[src/rtl/pipe_pkg.sv]
// pipe_pkg: shared state encoding and default widths for pipeline-stage registers
package pipe_pkg;
  typedef enum logic [1:0] {EMPTY, FULL, SKID} pipe_state_t;
  localparam int REGWRITE_BIT = 0;
  localparam int XLEN = 32;
  localparam int REG_IDX_W = 5;
endpackage

[src/rtl/pipe_slot.sv]
// pipe_slot: payload register with load enable and synchronous clear
module pipe_slot #(
  parameter int W = 8
) (
  input  logic         clk,
  input  logic         clr,
  input  logic         load,
  input  logic [W-1:0] d,
  output logic [W-1:0] q
);
  always_ff @(posedge clk) begin
    if (clr) q <= '0;
    else if (load) q <= d;
  end
endmodule

[src/rtl/pipe_stage_reg.sv]
// pipe_stage_reg: valid/ready pipeline-stage register with two-entry skid buffer
module pipe_stage_reg
  import pipe_pkg::*;
#(
  parameter int DATA_W   = XLEN,
  parameter int DATA_CH  = 2,
  parameter int CTRL_W   = 2,
  parameter int RD_W     = REG_IDX_W,
  parameter int KILL_RD0 = 1
) (
  input  logic                      clk,
  input  logic                      reset,
  input  logic                      flush,
  input  logic                      in_valid,
  output logic                      in_ready,
  input  logic [CTRL_W-1:0]         in_ctrl,
  input  logic [DATA_CH*DATA_W-1:0] in_data,
  input  logic [RD_W-1:0]           in_rd,
  output logic                      out_valid,
  input  logic                      out_ready,
  output logic [CTRL_W-1:0]         out_ctrl,
  output logic [DATA_CH*DATA_W-1:0] out_data,
  output logic [RD_W-1:0]           out_rd,
  output logic [1:0]                occupancy
);
  localparam int DW = DATA_CH * DATA_W;
  localparam int W = CTRL_W + DW + RD_W;
  pipe_state_t state, state_n;
  logic in_fire, out_fire, main_load, skid_load;
  logic [CTRL_W-1:0] kill_mask;
  logic [W-1:0] cap, main_d, main_q, skid_q;
  always_ff @(posedge clk) begin
    if (reset) state <= EMPTY;
    else state <= state_n;
  end
  always_comb begin
    in_ready  = state != SKID;
    out_valid = state != EMPTY;
    occupancy = state == EMPTY ? 2'd0 : state == FULL ? 2'd1 : 2'd2;
    in_fire   = in_valid && in_ready;
    out_fire  = out_valid && out_ready;
    kill_mask = (KILL_RD0 != 0 && in_rd == '0) ? (CTRL_W'(1) << REGWRITE_BIT) : '0;
    cap       = {in_ctrl & ~kill_mask, in_data, in_rd};
    main_load = !flush && (state == SKID ? out_fire : state == FULL ? in_fire && out_fire : in_fire);
    skid_load = !flush && state == FULL && in_fire && !out_fire;
    main_d    = state == SKID ? skid_q : cap;
    state_n   = state;
    if (flush) state_n = EMPTY;
    else if (state == EMPTY) state_n = in_fire ? FULL : EMPTY;
    else if (state == FULL) state_n = (in_fire && !out_fire) ? SKID : (!in_fire && out_fire) ? EMPTY : FULL;
    else state_n = out_fire ? FULL : SKID;
    out_ctrl = out_valid ? main_q[W-1 -: CTRL_W] : '0;
    out_data = main_q[RD_W +: DW];
    out_rd   = main_q[RD_W-1:0];
  end
  pipe_slot #(.W(W)) u_main (.clk(clk), .clr(reset), .load(main_load), .d(main_d), .q(main_q));
  pipe_slot #(.W(W)) u_skid (.clk(clk), .clr(reset), .load(skid_load), .d(cap), .q(skid_q));
endmodule

[config.mk]
export PLATFORM = sky130hd
export DESIGN_NAME = pipe_stage_reg
export DESIGN_NICKNAME = d
export VERILOG_FILES = /design/src/rtl/pipe_pkg.sv /design/src/rtl/pipe_slot.sv /design/src/rtl/pipe_stage_reg.sv
export SDC_FILE = /design/constraint.sdc
export NUM_CORES = 1
export LEC_CHECK = 0
export ABC_AREA = 1
export CAP_MARGIN = 20
export CORE_ASPECT_RATIO = 1.4
export CORE_UTILIZATION = 45
export CTS_CLUSTER_DIAMETER = 100
export DETAILED_ROUTE_END_ITERATION = 8
export GPL_ROUTABILITY_DRIVEN = 0
export MAX_ROUTING_LAYER = met4
export PLACE_DENSITY = 0.72
export SETUP_SLACK_MARGIN = 0.05
export SYNTH_ARGS = -nofsm -noshare
export SYNTH_HDL_FRONTEND = slang
export SYNTH_HIERARCHICAL = 1
export SYNTH_SLANG_ARGS = --single-unit
[constraint.sdc]
create_clock -name clk -period 2 [get_ports clk]
set_input_delay 0.2 -clock clk [delete_from_list [all_inputs] [get_ports clk]]
set_output_delay 0.2 -clock clk [all_outputs]
set_load 0.03 [all_outputs]
# Yosys cells after proc, flatten, opt, wreduce, memory -nomap -nowiden
# Index checks and enable logic that the tools add are counted.
# classes
reduce_logical	16
n_eq_ne	3
bitwise_logic	2
muxes	13
# op_table
op	count
$mux W71	1
$mux W2	7
$logic_and A1 B1 Y1	9
$logic_not A5 Y1	1
$mux W1	5
$logic_not A1 Y1	3
$and A2 B2 Y2	1
$eq A2 B1 Y1 const B	1
$eq A2 B2 Y1 const B	1
$logic_not A2 Y1	1
$ne A2 B2 Y1 const B	1
$not A1 Y2	1
$reduce_bool A2 Y1	1
$reduce_or A2 Y1	1
# word_totals
reg_bits	144
input_bits	76

# Longest topological paths before layout
# logic_depth
ltp_word	8
depth_mapped	10

# Cells and area by module
# Netlist, hierarchy kept.
# by_module_without_submodules
mod	seq_area_each_um2	cells_per_inst	area_each_um2	instances
pipe_slot	1421.4	450	2924.1	2
pipe_stage_reg	40.0	261	1154.9	1

# Worst setup path before layout
# No wires, ideal clock.
# synth_timing
path_type	register to output
from	reg state[0]
to	out out_ctrl[0]
path_slack_ps	495
stages_incl_launch_ff	5
t_required_ps	1800
arrival_ps	1305
path_cell_list	dfxtp_1 inv_2 nand2_1 inv_1 nor2_1
# synth_via
elab_chain_cells	2
# synth_lines
item	line	rtl
start, declared	pipe_stage_reg.sv:28	pipe_state_t state, state_n;
start signal, assigned	pipe_stage_reg.sv:34	else state <= state_n;
$reduce_bool A2 Y1	pipe_stage_reg.sv:38	out_valid = state != EMPTY;
net out_valid	pipe_stage_reg.sv:19	output logic out_valid,
$mux W2	pipe_stage_reg.sv:52	out_ctrl = out_valid ? main_q[W-1 -: CTRL_W] : '0;
end, declared	pipe_stage_reg.sv:21	output logic [CTRL_W-1:0] out_ctrl,
# The timed path passes the listed nets, and every way through them passes these cells.

# Worst setup path in the final report
# layout_timing
from	reg state[1]
to	out out_ctrl[0]
# layout_via
elab_chain_cells	2
# layout_lines
item	line
$reduce_bool A2 Y1	pipe_stage_reg.sv:38
$mux W2	pipe_stage_reg.sv:52
# Every way passes these cells.

==> results.yml <==
floorplan:
  die_area_um2: 16100
  start_util: 0.463
  num_rows: 53
  core_area_um2: 15100
  die_w_um: 107
  die_h_um: 150
  io-pin-count: 151
final_layout:
  final_cell_mix: "490 x nand2_1, 291 x nor2_1, 151 x inv_1, 145 x clkdlybuf4s50_1, 144 x dfxtp_1"
  antenna_cells: 0
  finalInstanceArea_um2: 9060
  utilization: 0.599
  layout_commonest_cell: "nand2_1"
  regArea_um2: 2880
  drive_gt1_frac: 0.0456
  nets: 1357
  fin_cells: 1486
  fill_cells: 1541
  multiInputGateArea_um2: 3080
  area_growth_syn_to_layout_pct: 29.3
worst_hold_path:
  min_path_type: "primary input to register"
sta:
  final.setup.tns_ns: 0
  finalSetupViolations: 0
  min_period_ns: 1.84
  skew_ns: 0.0140
  relSlewSlack: 0.733
  finalHoldViolations: 0
  min_period_over_period: 0.921
  tightest_slew_ns: 0.400
  rsz0062_at_grt: "false"
  slew_viol_final: 0
  max_freq_mhz: 543
  hold_ws_ns: 0.404
  setup_ws_ns: 0.158
clock_tree:
  path_clk_slew_ns: 0.06
  cts_setup_buffers: 0
  clockRootBuffer: "clkbuf_16"
  clock_latency_ns: 0.43
  tritoncts: "yes"
  cts_inserted_buffers: 17
  cts_max_level: 4
  clock_sinks: 144
  clock_path_buffers: 2
setup_path:
  critPathKind: "register to output pin"
  arrival_ns: 1.64
  cp_cell_sequence: "inv_2 -> nand2_1 -> inv_1 -> nor2_1 -> dlygate4sd2_1"
  critPathRequiredTime_ns: 1.80
  cp-end-kind: "output pin"
  critPathMaxFanout: 4
  slowest_stage: "dfxtp_1"
  cpPeakStageDelay_ns: 0.43
  start_kind: "register"
drt:
  viasPerCell: 4.38
  vias: 6516
  wl_per_cell_um: 10.7
  drc: 0
  drt_iter0_drc: 332
  wirelength_um: 15900
  drt.antenna.violating_nets: 0
  dr.pass1.iters: 4
logic_synthesis:
  syn_area_um2: 7000
  yosys_warnings: 6
  syn_area_per_cell_um2: 6.03
  ys_async_sr_fraction: 0
  ys_types: 18
  syn-num-nets: 1237
  synth-seq-cells: 144
  seq_area_frac_synth: 0.412
  synth_edf_count: 0
  synth_flop_cell: "dfxtp_1"
  synthCells: 1161
grt:
  antenna_found_initial: 0
  grt_max_degree: 73
  grt_pass1_vias: 5707
  grt.total_usage: 0.212
  grt-ovfl-total: 0
  grt_pass1_wl_um: 26100
power_and_ir_drop:
  cellLeakagePower_nw: 4.57
  power_density_nw_per_um2: 800
  total_power_mw: 7.25
  ir_worst_vdd_mv: 0.421
outcome:
  status: "completed"
placement:
  port_buffers: 150
  place_inst: 1454
  placed_area_um2: 8490
  dpl.hpwl_um: 9660
  place_ws_ns: 0.271
run:
  max_cap_violations: 0
==> report_power, final <==
part / switching [mW] / leakage, nW / internal (mW) / total (mW)
sequential: 0.0646 / 1.17 / 2.99 / 3.06
clock: 1.21 / 0.276 / 1.89 / 3.10
combinational: 0.601 / 3.12 / 0.487 / 1.09
==> metal layers <==
metal,track usage,vias to the layer above,part of all wire
met1,0.242,2829,0.45
met4,0.0829,0,0.021
met5,-,-,0
li1,-,3545,-
met2,0.356,121,0.49
met3,0.0527,21,0.042
==> layout make-up <==
cell class	count	area share
Tap cell	192	0.0265
Timing Repair Buffer	162	0.187
Inverter	155	0.0642
Multi-Input combinational cell	801	0.340
Sequential cell	144	0.318
Clock buffer	22	0.0513
Clock inverter	10	0.0123
==> what timing repair did <==
action                     4_1_cts  5_1_grt
setup endpoints to repair        4        0
hold buffers                     0        0
resized for setup                4        0
==> Yosys cell counts, types with 2 or more instances <==
library cell	count	share of area
nand2_1	490	0.26
nor2_1	292	0.16
inv_1	151	0.081
dfxtp_1	144	0.41
buf_6	24	0.039
buf_2	14	0.010
clkbuf_1	13	0.0070
buf_4	9	0.0096
nand2_2	9	0.0080
inv_2	4	0.0021
nand3_1	3	0.0021
a21oi_1	2	0.0014
==> state kept, by name, indices dropped and copies added (netlist names) <==
| name | cells |
|---|---|
| u_main/q | 71 |
| state | 2 |
| u_skid/q | 71 |
==> cell families (layout without fill, tap and decap cells) <==
| family | Yosys count | in the layout | share of synthesized area |
|---|---|---|---|
| and+or+nand+nor | 797 | 797 | 0.435 |
| buffers and inverters | 216 | 349 | 0.150 |
| DFF | 144 | 144 | 0.412 |
| AOI/OAI and AO/OA | 4 | 4 | 0.00322 |
==> worst paths after layout <==
| path | start | end | slack (ns) | depth (start not counted) |
|---|---|---|---|---|
| min | in_data[31] | u_skid/q[36]$_SDFFE_PP0P_ | 0.40 | 5 |
| max reg2reg | state[1]$_SDFF_PP0_ | u_main/q[28]$_SDFFE_PP0P_ | 0.40 | 8 |
| max | state[1]$_SDFF_PP0_ | out_ctrl[0] | 0.16 | 5 |
| min reg2reg | u_main/q[15]$_SDFFE_PP0P_ | u_main/q[15]$_SDFFE_PP0P_ | 0.47 | 2 |
==> worst max-delay path, delay by kind of cell (launching register included) <==
kind	cells	cell delay, ns
buffers and inverters	3	0.57
DFF	1	0.43
and+or+nand+nor	2	0.21
No activity file was read; power rests on OpenSTA's default activity.
